==> config.mk <==
export PLATFORM = sky130hd
export DESIGN_NAME = shift_sequencer
export DESIGN_NICKNAME = d
export VERILOG_FILES = /design/src/rtl/mips_shift_pkg.sv /design/src/rtl/shift_step.sv /design/src/rtl/shift_sequencer.sv
export SDC_FILE = /design/constraint.sdc
export NUM_CORES = 1
export LEC_CHECK = 0
export CAP_MARGIN = 10
export CORE_MARGIN = 3
export CORE_UTILIZATION = 40
export CTS_CLUSTER_DIAMETER = 200
export CTS_CLUSTER_SIZE = 8
export DETAILED_ROUTE_END_ITERATION = 16
export GPL_ROUTABILITY_DRIVEN = 0
export PLACE_DENSITY = 0.63
export SETUP_SLACK_MARGIN = 0.4
export SKIP_CTS_REPAIR_TIMING = 1
export SLEW_MARGIN = 5
export SYNTH_ARGS = -nofsm -noshare
export SYNTH_HDL_FRONTEND = slang
export SYNTH_SLANG_ARGS = --single-unit
==> constraint.sdc <==
create_clock -name clk -period 6.4 [get_ports clk]
set_input_delay 1.28 -clock clk [delete_from_list [all_inputs] [get_ports clk]]
set_output_delay 1.28 -clock clk [all_outputs]
set_load 0.02 [all_outputs]
==> src/rtl/mips_shift_pkg.sv <==
`default_nettype none
// ============================================================================
// Module  : mips_shift_pkg
// Purpose : Shared definitions for the multi-cycle shift sequencer:
//           shift operation encodings and the sequencer state type.
// Ports   : none (package)
// Revision: 1.0 - initial release
// ============================================================================
package mips_shift_pkg;

   // Shift operation encodings as presented on the op input
   localparam logic [1:0] OP_SLL  = 2'b00;
   localparam logic [1:0] OP_SRL  = 2'b01;
   localparam logic [1:0] OP_SRA  = 2'b10;
   localparam logic [1:0] OP_RSVD = 2'b11;

   // Sequencer state
   typedef enum logic [0:0] {
      S_IDLE  = 1'b0,
      S_SHIFT = 1'b1
   } state_t;

endpackage : mips_shift_pkg
`default_nettype wire

==> src/rtl/shift_step.sv <==
`default_nettype none
// ============================================================================
// Module  : shift_step
// Purpose : Single-step shift stage. Shifts data by 1 (or by 4 when amt4
//           is set) in the direction and fill mode selected by op.
// Ports   : data    - value to shift
//           op      - OP_SLL / OP_SRL / OP_SRA; OP_RSVD passes data through
//           amt4    - 0: shift by 1, 1: shift by 4
//           shifted - shifted value
// Revision: 1.0 - initial release
// ============================================================================
module shift_step
   import mips_shift_pkg::*;
#(
   parameter int WIDTH = 32
) (
   input  logic [WIDTH-1:0] data,
   input  logic [1:0]       op,
   input  logic             amt4,
   output logic [WIDTH-1:0] shifted
);

   always_comb begin
      shifted = data;
      case (op)
         OP_SLL:  shifted = amt4 ? (data << 4) : (data << 1);
         OP_SRL:  shifted = amt4 ? (data >> 4) : (data >> 1);
         OP_SRA:  shifted = amt4 ? ($signed(data) >>> 4) : ($signed(data) >>> 1);
         default: shifted = data;
      endcase
   end

endmodule : shift_step
`default_nettype wire

==> src/rtl/shift_sequencer.sv <==
`default_nettype none
// ============================================================================
// Module  : shift_sequencer
// Purpose : Multi-cycle SLL/SRL/SRA controller. Loads operand and shift
//           amount on start, iterates a single-step shift stage until the
//           count reaches zero, then presents the result with a one-cycle
//           done pulse.
// Ports   : clk     - system clock, rising edge
//           reset   - asynchronous active-high reset
//           start   - shift request, sampled only when idle
//           flush   - synchronous abort of the operation in progress
//           op      - 00 SLL, 01 SRL, 10 SRA, 11 reserved (pass-through)
//           operand - value to shift, sampled with start
//           shamt   - shift amount, sampled with start
//           busy    - high while an operation is in flight
//           done    - one-cycle pulse when result is valid
//           result  - shifted value, held until the next done
// Config  : SHIFT_SEQ_FAST4_EN - when defined, steps by 4 while at least 4
//           positions remain, otherwise by 1. Results are identical.
// Revision: 1.0 - initial release
// ============================================================================
module shift_sequencer
   import mips_shift_pkg::*;
#(
   parameter int WIDTH   = 32,
   parameter int SHAMT_W = 5
) (
   input  logic               clk,
   input  logic               reset,
   input  logic               start,
   input  logic               flush,
   input  logic [1:0]         op,
   input  logic [WIDTH-1:0]   operand,
   input  logic [SHAMT_W-1:0] shamt,
   output logic               busy,
   output logic               done,
   output logic [WIDTH-1:0]   result
);

   state_t             state;
   state_t             state_nxt;
   logic [WIDTH-1:0]   shift_reg;
   logic [SHAMT_W-1:0] count;
   logic [1:0]         op_r;
   logic [WIDTH-1:0]   step_out;
   logic               use4;
   logic [SHAMT_W-1:0] step_amt;
   logic               accept;

   // A request is dropped if flush arrives in the same cycle
   assign accept = start && !flush;

`ifdef SHIFT_SEQ_FAST4_EN
   assign use4     = (count >= SHAMT_W'(4));
   assign step_amt = use4 ? SHAMT_W'(4) : SHAMT_W'(1);
`else
   assign use4     = 1'b0;
   assign step_amt = SHAMT_W'(1);
`endif

   shift_step #(
      .WIDTH (WIDTH)
   ) u_shift_step (
      .data    (shift_reg),
      .op      (op_r),
      .amt4    (use4),
      .shifted (step_out)
   );

   // State register
   always_ff @(posedge clk or posedge reset) begin
      if (reset) begin
         state <= S_IDLE;
      end else begin
         state <= state_nxt;
      end
   end

   // Next-state logic
   always_comb begin
      state_nxt = state;
      case (state)
         S_IDLE:  if (accept) state_nxt = S_SHIFT;
         S_SHIFT: if (flush || (count == '0)) state_nxt = S_IDLE;
         default: state_nxt = S_IDLE;
      endcase
   end

   // Output logic: done is registered below, so busy and done are exclusive
   always_comb begin
      busy = (state == S_SHIFT);
   end

   // Datapath: operand/count load, iteration, result capture
   always_ff @(posedge clk or posedge reset) begin
      if (reset) begin
         shift_reg <= '0;
         count     <= '0;
         op_r      <= OP_SLL;
         result    <= '0;
         done      <= 1'b0;
      end else begin
         done <= 1'b0;
         case (state)
            S_IDLE: begin
               if (accept) begin
                  shift_reg <= operand;
                  // Reserved op behaves as a zero-length shift
                  count     <= (op == OP_RSVD) ? '0 : shamt;
                  op_r      <= op;
               end
            end
            S_SHIFT: begin
               if (!flush) begin
                  if (count != '0) begin
                     shift_reg <= step_out;
                     count     <= count - step_amt;
                  end else begin
                     result <= shift_reg;
                     done   <= 1'b1;
                  end
               end
            end
            default: ;
         endcase
      end
   end

endmodule : shift_sequencer
`default_nettype wire

# Word-level counts from Yosys, hierarchy flattened
# Cells that the tools add are included.
[word_totals]
register_bits = 73
inputBits = 43
out_inout_bits = 34
[op_classes]
add_sub_neg = 1
eq_ne = 9
muxes = 16
n_bitwise = 3
n_reduce_logical = 11
[ops]
columns = ["operator", "count"]
rows = [
  ["32-bit two-way mux", 3],
  ["32-bit case mux with 3 select lines", 1],
  ["32-bit case mux with 2 select lines", 1],
  ["5-bit two-way mux", 4],
  ["5-bit case mux with 2 select lines", 1],
  ["2-bit != test, second input constant", 3],
  ["3-bit AND reduction", 2],
  ["5-bit logical NOT", 1],
  ["1-bit two-way mux", 5],
  ["5-bit AND reduction", 1],
  ["5-bit nonzero test", 1],
  ["5-bit by 1-bit subtractor with 5-bit output, second input constant", 1],
  ["2-bit equality test, second input constant", 2],
  ["4-bit by 1-bit != test with 1-bit output, second input constant", 1],
  ["4-bit AND reduction", 1],
  ["3-bit by 1-bit != test with 1-bit output, second input constant", 1],
  ["1-bit NOT", 3],
  ["2-bit by 1-bit equality test with 1-bit output, second input constant", 1],
  ["2-bit logical NOT", 1],
  ["2-bit by 1-bit != test with 1-bit output, second input constant", 1],
  ["1-bit case mux with 2 select lines", 1],
  ["2-bit AND reduction", 1],
  ["1-bit logical AND", 1],
  ["1-bit logical NOT", 1],
  ["1-bit logical OR", 1],
]

# Longest topological paths before layout
# Gate-level depths: netlist of run 1.
[logic_depth]
ltp_word = 5
mapped_depth = 6

# Cells and area by module
# From an unflattened synthesis of run 1, not the netlist that was laid out.
[hier_totals]
cells_unflattened = 414
area_unflattened_um2 = 4438.0
[modules_own_cells]
columns = ["module", "instances", "cells_per_inst", "area_per_inst_um2"]
rows = [
  ["shift_sequencer", 1, 255, 3143.0],
  ["shift_step", 1, 159, 1295.0],
]

# Worst setup path after synthesis of run 1
# OpenSTA, ideal clock, no wires.
[synth_timing]
path_type = "input-to-reg"
startpoint = "in flush"
endpoint = "reg shift_reg[19]"
setup_ns = 0.125
t_arrival_ns = 2.403
required_ns = 6.275
setup_slack_ns = 3.873
stages = 4
n_path_buf = 1
cell_sequence = "o21bai_1 -> a211oi_2 -> buf_6 -> mux2_2"
[synth_between]
elab_chain_len = 4
[synth_rtl]
columns = ["item", "line", "rtl"]
rows = [
  ["from (decl)", "shift_sequencer.sv:31", "input logic flush,"],
  ["1-bit logical NOT", "-", ""],
  ["1-bit logical AND", "shift_sequencer.sv:51", "assign accept = start && !flush;"],
  ["2-bit != test (no source line)", "-", ""],
  ["4-bit AND reduction (no source line) *", "-", ""],
  ["to (signal assigned)", "shift_sequencer.sv:107", "shift_reg <= operand;"],
  ["to (signal assigned)", "shift_sequencer.sv:116", "shift_reg <= step_out;"],
  ["to (decl)", "shift_sequencer.sv:42", "logic [WIDTH-1:0] shift_reg;"],
]
# Mark *: on every way between the ends. The rest lies on a longest branch, timed or not.
# A chain may end at the register's enable or synchronous reset.

# Worst setup path in the final report of run 1
[layout_timing]
startpoint = "reg state, in the netlist busy"
endpoint = "out busy"
[layout_lines]
columns = ["item", "line", "rtl"]
rows = [
  ["from (decl)", "shift_sequencer.sv:40", "state_t state;"],
  ["from (signal assigned)", "shift_sequencer.sv:75", "state <= state_nxt;"],
  ["to (decl)", "shift_sequencer.sv:35", "output logic busy,"],
]
# No word-level cell between the ends.

==> results of run 1 <==
area by class of cell:
| class | count | area, µm² | share of cell area [%] |
|---|---|---|---|
| clock inverter | 4 | 98.8 | 2.12 |
| inverter | 10 | 37.5 | 0.804 |
| multi-input combinational | 167 | 1630 | 35.0 |
| timing repair buffer | 80 | 791 | 16.9 |
| tap | 108 | 135 | 2.89 |
| clock buffer | 12 | 145 | 3.11 |
| sequential | 73 | 1830 | 39.1 |
kinds of logic after synthesis:
family,after synthesis,synth area share [%]
buffers and inverters,30,4.50
flip-flops,73,50.5
AND/OR/NAND/NOR,43,9.93
multiplexers,66,20.5
adder cells (fa/ha/maj),5,1.73
AO/OA/AOI/OAI,53,12.8
synth_stat cells (2+ instances only):
library cell / number / area share [%]
sky130_fd_sc_hd__nor2_1: 2 / 0.21
sky130_fd_sc_hd__clkbuf_1: 12 / 1.2
sky130_fd_sc_hd__o21ai_0: 8 / 1.1
sky130_fd_sc_hd__mux2_1: 12 / 3.7
sky130_fd_sc_hd__mux2_2: 53 / 17
sky130_fd_sc_hd__inv_1: 10 / 1.0
sky130_fd_sc_hd__a2bb2oi_1: 2 / 0.48
sky130_fd_sc_hd__nand2_1: 4 / 0.42
sky130_fd_sc_hd__buf_6: 6 / 1.9
sky130_fd_sc_hd__a221o_1: 30 / 8.3
sky130_fd_sc_hd__a21oi_1: 2 / 0.28
sky130_fd_sc_hd__o21bai_1: 2 / 0.42
sky130_fd_sc_hd__dfrtp_1: 73 / 51
sky130_fd_sc_hd__ha_1: 5 / 1.7
sky130_fd_sc_hd__and3b_1: 30 / 7.3
worst max path at each step:
stage | end | cells past startpoint | startpoint
6_report | busy | 2 | busy$_DFF_PP0_
5_1_grt | busy | 2 | busy$_DFF_PP0_
4_1_cts | busy | 2 | busy$_DFF_PP0_
3_5_place_dp | shift_reg[28]$_DFFE_PP0P_ | 5 | flush
3_3_place_gp | shift_reg[22]$_DFFE_PP0P_ | 5 | flush
2_1_floorplan | busy$_DFF_PP0_ | 1 | reset
layer usage:
metal	track usage [%]	wire, µm	vias up
met1	22.9	3830	1230
met5	0	0	-
met4	3.78	78	0
li1	-	-	1171
met2	25.2	3580	60
met3	4.43	385	6
per-stage QoR:
step                      cell area (µm²)  setup slack (ns)  std cells  hold slack, ns
after global routing                 4670              2.95        454           0.505
final                                4670              3.03        454           0.489
after detailed placement             4420              2.74        438           0.475
after global placement               4420              2.76        438           0.466
after CTS                            4670              3.04        454           0.494
after floorplan                      3620              3.27        270           0.475
power groups by stage:
| stage | Combinational (mW) | Clock (mW) | Sequential [mW] |
|---|---|---|---|
| floorplan | 0.343 | 0 | 0.861 |
| global placement | 0.678 | 0 | 0.800 |
| detailed placement | 0.692 | 0 | 0.801 |
| CTS | 0.695 | 0.455 | 0.794 |
| global route | 0.741 | 0.476 | 0.824 |
| finish | 0.685 | 0.445 | 0.792 |
critical path: cells and delay by family, from the launching register on:
kind / cells / cell delay (ns)
buffers and inverters: 2 / 1.08
DFF: 1 / 0.67
==> results.txt, run 1 <==
----------------------------------------------------
[Min path]
  Capture endpoint of the worst hold path ... result[14]$_DFFE_PP0P_
  Depth of the worst hold-timing path ... 1
  Min-delay worst type ... register to register
  Worst Min Path Start ... result[14]$_DFFE_PP0P_

[STA]
  Min cycle time layout ... 3.37 ns
  Pins over their slew limit ... 0
  Normalized max-slew margin ... just over 30%
  Share of the clock period used by the worst path after layout ... 52.6%
  Count of endpoints failing hold in the final timing report ... 0
  Fmax ... between 0.2 and 0.3 GHz
  Largest clock skew in the final design ... between 0.007 and 0.008 ns
  RSZ-0062 raised after global routing ... no
  Final setup violation count ... 0
  Final setup TNS ... 0 ns
  Slew of the pin with the lowest slew margin ... approximately 1.0 ns

[Worst setup path]
  Number of cell instances on the worst register-to-register path ... 5
  Reg2reg end ... result[30]$_DFFE_PP0P_
  Data arrival at the endpoint of the critical path ... between 2 and 2.5 ns
  Worst setup path category ... register to primary output
  Origin of the critical flop-to-flop path ... busy$_DFF_PP0_
  Nature of the critical path startpoint ... register
  Register-to-register setup slack ... between 3 and 4 ns
  Peak fanout along the critical path ... 32
  Required time of the worst setup path ... 5.12 ns
  Slowest cell on crit path ... sky130_fd_sc_hd__clkdlybuf4s50_1
  Kind of capture point of the worst setup path ... primary output
  Cell-by-cell trace of the critical path ... buf_4 -> clkdlybuf4s50_1
  Worst path max stage delay ... ~0.68 ns

[Global routing]
  Number of global-route vias before repair ... around 2600
  Total congestion overflow after global routing ... 0
  Initial antenna violation count ... 0
  Maximum number of pins on one net before global-route repair ... 74
  Global router's overall resource usage ... roughly 16%
  Global-route wire length before repair ... ~13 mm

[Die]
  Starting Density ... between 40% and 50%
  Boundary Pins ... 77
  DIE HEIGHT ... 101 µm
  Core ar. ... 8760 µm²
  Area enclosed by the die boundary ... about 10000 µm²
  Chip Width ... 101 µm
  Row Count ... 34

[Synth]
  Share of synthesized area occupied by flip-flops and latches ... about half
  Mapped Area ... between 3000 and 4000 µm²
  Warnings, synthesis ... 0
  Flip-flop and latch count after synthesis ... 73
  Avg Cell Area, Syn ... about 13 µm²
  Unique cell type count in the Yosys netlist ... 34
  Instance count of the mapped netlist ... 270
  EDFF count, synth ... 0
  Main flop type after synthesis ... sky130_fd_sc_hd__dfrtp_1
  Net Count, Synth ... ~320
  Fraction of registers with async set/reset ... 100%

[Route]
  Via Count ... between 2000 and 2500
  Routed via count divided by cell count ... about 5.4
  Drc violations ... 0
  WL/cell ... about 17 µm
  Number of detailed-routing iterations run before antenna repair ... 4
  Total length of routed wires ... between 7 and 8 mm
  Violation count after the first detailed-routing iteration ... 67
  Count of antenna-violating nets left after detailed routing ... 0

[Power]
  Total power ... around 1.9 mW
  Highest ir drop seen on vdd ... between 0.15 and 0.2 mV
  Share of power burned in combinational logic ... between 30% and 40%
  Power Density ... 412 nW/µm²
  Switching power as a share of total power ... between 30% and 40%
  Clock share of power ... roughly 23%
  Internal power contribution ... approximately 1.3 mW
  Net load switching power ... roughly 610 µW
  Leakage power ... roughly 2.1 nW
  Seq pwr share ... 41.2%

[Placed design]
  Detail Placement HPWL ... 5.13 mm
  Quantity of I/O buffers inserted on ports ... 76

[Layout]
  Antenna cell count ... 0
  Nets@finish ... slightly below 400
  Most frequent cells in the layout ... sky130_fd_sc_hd__clkdlybuf4s50_1, sky130_fd_sc_hd__dfrtp_1, sky130_fd_sc_hd__mux2_2
  Fillers ... 800
  Most common cell after layout, fill and taps aside ... sky130_fd_sc_hd__clkdlybuf4s50_1
  Post-layout utilization of the core ... 53.3%
  Share of layout cells above drive strength 1 ... 22.0%
  Synth-to-layout area growth ... 29.1%

[Clock tree]
  CTS tree ... done
  Cell at the root of the clock tree ... sky130_fd_sc_hd__clkbuf_8
  Inserted Clock Buffers ... 9
  Clock transition at the registers of the reported paths ... around 0.080 ns
  Maximum number of buffers from clock root to sink ... 2
  Insertion delay of the later-clocked pin in the worst-skew pair ... between 0.3 and 0.4 ns
  Total number of H-tree levels ... 3
  Count of clock tree sinks ... 73

[Status]
  Status ... completed

[Flow run]
  Maximum Capacitance Violations ... 0

----------------------------------------------------
Note: power is estimated with default switching activity, not from simulation.
==> inputs of run 2 (changes only) <==
--- a/config.mk
+++ b/config.mk
@@ -12,7 +12,7 @@
 export CTS_CLUSTER_SIZE = 8
 export DETAILED_ROUTE_END_ITERATION = 16
 export GPL_ROUTABILITY_DRIVEN = 0
-export PLACE_DENSITY = 0.63
+export PLACE_DENSITY = 0.66
 export SETUP_SLACK_MARGIN = 0.4
 export SKIP_CTS_REPAIR_TIMING = 1
 export SLEW_MARGIN = 5
==> constraint.sdc (replaced) <==
create_clock -name clk -period 2.9 [get_ports clk]
set_input_delay 0.58 -clock clk [delete_from_list [all_inputs] [get_ports clk]]
set_output_delay 0.58 -clock clk [all_outputs]
set_load 0.02 [all_outputs]
==> results.txt, run 2 (synthesized netlist as in run 1, its figures left out) <==
----------------------------------------------------
[Die]
  DIE HEIGHT ... 101 µm (unchanged)
  Starting Density ... 41.3% (unchanged)
  Core ar. ... 8760 µm² (unchanged)
  Chip Width ... 101 µm (unchanged)
  Row Count ... 34 (unchanged)
  Boundary Pins ... 77 (unchanged)
  Area enclosed by the die boundary ... 10200 µm² (unchanged)

[Global routing]
  Initial antenna violation count ... 0 (unchanged)
  Total congestion overflow after global routing ... 0 (unchanged)
  Global router's overall resource usage ... 16.4% (+0.070 points)
  Maximum number of pins on one net before global-route repair ... 67 (-9.5%)
  Number of global-route vias before repair ... 2535 (-2.3%)
  Global-route wire length before repair ... 13.3 mm (+0.57%)

[Layout]
  Nets@finish ... 391 (+0.51%)
  Antenna cell count ... 0 (unchanged)
  Fillers ... 758 (-5.3%)
  Most frequent cells in the layout ... sky130_fd_sc_hd__clkdlybuf4s50_1, sky130_fd_sc_hd__dfrtp_1, sky130_fd_sc_hd__mux2_2
  Most common cell after layout, fill and taps aside ... sky130_fd_sc_hd__clkdlybuf4s50_1
  Synth-to-layout area growth ... 30.5%
  Non-Filler Cell Area, Final ... 4720 µm² (+1.1%)
  Share of layout cells above drive strength 1 ... 22.5% (+0.51 points)

[Worst setup path]
  Required time of the worst setup path ... 2.32 ns (-2.80 ns)
  Worst setup path category ... register to primary output
  Kind of capture point of the worst setup path ... primary output
  Data arrival at the endpoint of the critical path ... 1.59 ns (-0.50 ns)
  Peak fanout along the critical path ... 48 (+50%)
  Nature of the critical path startpoint ... register

[Clock tree]
  Insertion delay of the later-clocked pin in the worst-skew pair ... 0.34 ns (about the same)
  Total number of H-tree levels ... 3 (unchanged)
  Clock transition at the registers of the reported paths ... 0.08 ns (about the same)
  Cell at the root of the clock tree ... sky130_fd_sc_hd__clkbuf_8
  Inserted Clock Buffers ... 9 (unchanged)
  Count of clock tree sinks ... 73 (unchanged)
  Maximum number of buffers from clock root to sink ... 2 (unchanged)
  CTS tree ... done

[STA]
  Slew of the pin with the lowest slew margin ... 1.02 ns (-0.0168 ns)
  Pins over their slew limit ... 0 (unchanged)
  Share of the clock period used by the worst path after layout ... approximately three quarters
  Fmax ... 0.461 GHz
  Largest clock skew in the final design ... 0.00899 ns (+0.00175 ns)
  Smallest hold slack ... 0.458 ns (-0.0306 ns)
  Count of endpoints failing hold in the final timing report ... 0 (unchanged)
  Min cycle time layout ... around 2.2 ns
  RSZ-0062 raised after global routing ... no
  Final setup violation count ... 0 (unchanged)
  Final setup TNS ... 0 ns (unchanged)
  Normalized max-slew margin ... 31.8% (+1.1 points)

[Placed design]
  Detail Placement HPWL ... 5.11 mm (-0.35%)
  Instance area at placement ... 4490 µm² (+1.5%)
  Quantity of I/O buffers inserted on ports ... 76 (unchanged)

[Power]
  Power Density ... 890 nW/µm² (+120%)
  Total power ... 4.20 mW (+120%)
  Highest ir drop seen on vdd ... 0.360 mV (+95%)
  Leakage power ... 2.14 nW (+0.89%)

[Status]
  Status ... completed

[Route]
  Violation count after the first detailed-routing iteration ... 74 (+10%)
  Via Count ... 2504 (+1.5%)
  Drc violations ... 0 (unchanged)
  Routed via count divided by cell count ... 5.50 (+1.3%)
  Total length of routed wires ... 7.96 mm (+1.1%)
  Number of detailed-routing iterations run before antenna repair ... 4 (unchanged)
  Count of antenna-violating nets left after detailed routing ... 0 (unchanged)
  WL/cell ... 17.5 µm (+0.83%)

[Flow run]
  Maximum Capacitance Violations ... 0 (unchanged)

[Min path]
  Min-delay worst type ... input pin to asynchronous set/reset pin

----------------------------------------------------
## run 2: cell count changes in the layout (fill, tap and decap cells not counted)
cell                        delta
sky130_fd_sc_hd__buf_12        +4
sky130_fd_sc_hd__buf_4         -2
sky130_fd_sc_hd__clkbuf_1      -1
sky130_fd_sc_hd__bufinv_16     -1
sky130_fd_sc_hd__clkbuf_8      +2
sky130_fd_sc_hd__inv_6         -1
## run 2: where the power goes
group | internal, mW | switching [mW] | leakage [nW]
logic | 0.875 | 0.659 | 1.11
clock network | 0.552 | 0.363 | 0.116
registers | 1.43 | 0.325 | 0.918
total | 2.85 | 1.35 | 2.14
## run 2: path summary, 6_finish.rpt
check | from | to | slack, ns | cells after the start
setup / recovery | busy$_DFF_PP0_ | busy | 0.73 | 2
hold / removal | reset | result[10]$_DFFE_PP0P_ | 0.46 | 2
setup reg to reg | op_r[1]$_DFFE_PP0P_ | shift_reg[24]$_DFFE_PP0P_ | 0.73 | 5
hold reg to reg | result[14]$_DFFE_PP0P_ | result[14]$_DFFE_PP0P_ | 0.48 | 1
max in group asynchronous | reset | result[20]$_DFFE_PP0P_ | 1.84 | 3
min in group clk | result[14]$_DFFE_PP0P_ | result[14]$_DFFE_PP0P_ | 0.48 | 1
## run 2: through the flow
stage	worst slack [ns]	utilization, %	std cells
floorplan	0.467	-	270
global placement	0.421	51.2	440
detailed placement	0.364	51.2	440
CTS	0.700	53.8	455
global route	0.575	53.8	455
finish	0.729	53.8	455
## run 2: layout make-up
cell class | count | area (µm²) | area share (%)
Timing Repair Buffer | 82 | 856 | 18.1
Clock buffer | 13 | 169 | 3.58
Clock inverter | 2 | 60.1 | 1.27
Inverter | 10 | 37.5 | 0.796
Sequential cell | 73 | 1830 | 38.7
Multi-Input combinational cell | 167 | 1630 | 34.6
Tap cell | 108 | 135 | 2.86
## run 2: critical path, stage by stage, from the launching register on
cell and delay (ns):
sky130_fd_sc_hd__dfrtp_1 0.40, sky130_fd_sc_hd__buf_12 0.23, sky130_fd_sc_hd__clkdlybuf4s50_1 0.64
## run 2: per-layer routing
layer | vias up | part of all wire [%] | GRT usage, %
met1 | 1261 | 50 | 24.4
met4 | 0 | 1.2 | 5.52
met5 | - | 0 | 0
li1 | 1176 | - | -
met3 | 9 | 4.6 | 3.39
met2 | 58 | 44 | 23.5
==> patch: new RTL, flow settings as in run 1 <==
Build with the macro `SHIFT_SEQ_FAST4_EN` defined.
--- a/src/rtl/shift_sequencer.sv
+++ b/src/rtl/shift_sequencer.sv
@@ -19,6 +19,8 @@
 //           positions remain, otherwise by 1. Results are identical.
 // Revision: 1.0 - initial release
 // ============================================================================
+`define SHIFT_SEQ_FAST4_EN
+
 module shift_sequencer
    import mips_shift_pkg::*;
 #(
Behaviour: not the same (a bounded check fails within 4 cycles, from zero or initial values and one cycle with reset high).
==> patch against run 1 <==
Sequential cell count did not move. Sequential share of layout area down 4.5 points. Largest cell class is now multi-input combinational cells. Clock power shrank 31%. Register-to-register slack worse by 0.12 ns. Routed wire length grew 36%. Highest routed layer unchanged. Maximum frequency grew 1.3%. Power grew 33%. Area after synthesis is 21% higher. Design area rose by 13%. Worst setup slack gained 0.043 ns.
==> patch: results (changes against run 1) <==
| Metric | Value |
|---|---|
| Pre-CTS setup slack | 2.702 ns (-0.03674 ns) |
| Mux share of post-synthesis cell area | 17.04% (-3.5 points) |
| Hpwl dp | 7.182 mm (+40%) |
| Max stage delay on crit path | 0.77 ns (+0.09 ns) |
| Dominant synthesized flop cell | dfrtp_1 |
| Via count | 3593 (+46%) |
| Met2 Resource Use GR | 25.85% (+0.70 points) |
| WL final | 10.71 mm (+36%) |
| Complex-gate fraction of the synthesized area | 22.66% (+9.9 points) |
| Clock tree buffer depth | 2 (unchanged) |
| Synth cell count leaders | dfrtp_1, mux2_2, o21ai_0, o31a_1, nor2_1 |
| DP Area | 5127 um^2 (+16%) |
| CTS clk-pin slew, worst paths | 0.07 ns |
| Worst R2R Path Depth | 5 (unchanged) |
| Critical R2R Launch | count[2] |
| RR Endpoint | shift_reg[15] |
| Hold endpoint | result[20] |
| Arr. time, crit path | 3.55 ns (+1.46 ns) |
| Adder-cell share of the synthesized area | 1.721% (-0.0089 points) |
| R2R Setup Slk | 3.21 ns (-0.12 ns) |
| Drt pass-1 iters | 5 (+1) |
| Setup Skew | 0.004886 ns (-0.002351 ns) |
| Total Routing Usage GR | 17.39% (+1.1 points) |
| Met3 Use GR | 3.507% (-0.92 points) |
| Synth Area in XOR/XNOR | 0.2008% (+0.20 points) |
| Nets@finish | 518 (+33%) |
| Status | finished clean |
| Cell variety after synth | 35 (+2.9%) |
| Syn_nets | 466 (+47%) |
| Pleak | 2.103 nW (-1.0%) |
| M1 GR Usage | 25.67% (+2.8 points) |
| Drt initial violations | 242 (+260%) |
| Crit path max fanout | 16 (-50%) |
| IR drop worst, VDD | 231.8 uV (+25%) |
| Worst Setup SP | flush |
| Hold Crit Start | result[20] |
| Worst-Margin Slew | 1.137 ns (+0.09647 ns) |
| Pin count of the biggest net entering global routing | 67 (-9.5%) |
| Buffers on Ports | 76 (unchanged) |
| Vias in the first global route | 3473 (+34%) |
| First-pass GRT wire length | 17.75 mm (+34%) |
| Antenna violations before repair | 0 (unchanged) |
| Register area share after synthesis | 41.88% (-8.6 points) |
| Top cells by area in the synthesized netlist | dfrtp_1, mux2_2, o31a_1 |
| Layout cells sized above 1 | 18.99% (-3.0 points) |
| Slowest CP cell | a21oi_2 |
patch: cell count changes after synthesis, moves of 11 or more:
cell      delta
o31a_1      +32
a221o_1     -30
and3b_1     -30
nor2_1      +30
nor4b_1     +27
o21ai_0     +26
a31oi_1     +24
o21bai_1    +22
buf_2       +15
mux2_2      +12
mux2_1      -11
patch: logic make-up after synthesis:
logic type	count (synthesis)
AO/OA/AOI/OAI	143
XOR/XNOR	1
adder cells (fa/ha/maj)	6
buffers and inverters	52
flip-flops	73
multiplexers	66
AND/OR/NAND/NOR	76
patch: worst max-delay path by stage:
stage               cells past startpoint       endpoint  slack (ns)
global route                            6  shift_reg[15]        2.93
CTS                                     6  shift_reg[15]        3.04
floorplan                               1           busy        3.27
detailed placement                      6  shift_reg[15]        2.70
finish                                  6  shift_reg[15]        3.07
global placement                        6   shift_reg[1]        2.69
patch: cell type report:
class                           count  area, um^2
Clock buffer                       13       138.9
Clock inverter                      3       17.52
Fill cell                        1007        5179
Inverter                           14       52.55
Multi-Input combinational cell    292        2290
Sequential cell                    73        1832
Tap cell                          136       170.2
Timing Repair Buffer               79       783.3
patch: layer usage:
metal  routed length (um)  up-vias
li1                     -     1686
met2                 4940      112
met1                 5103     1785
met5                    0        -
met4                  112        0
met3                  549       10
patch: through the flow:
stage / hold slack (ns) / cells
2_1_floorplan: 0.4975 / 417
3_3_place_gp: 0.4871 / 594
3_5_place_dp: 0.4933 / 594
4_1_cts: 0.5095 / 610
5_1_grt: 0.5214 / 610
6_report: 0.5055 / 610
patch: where the power goes:
group / leakage [nW] / switching (mW) / internal (mW)
Clock: 0.0774 / 0.165 / 0.140
Combinational: 1.13 / 0.588 / 0.665
Sequential: 0.892 / 0.324 / 0.672
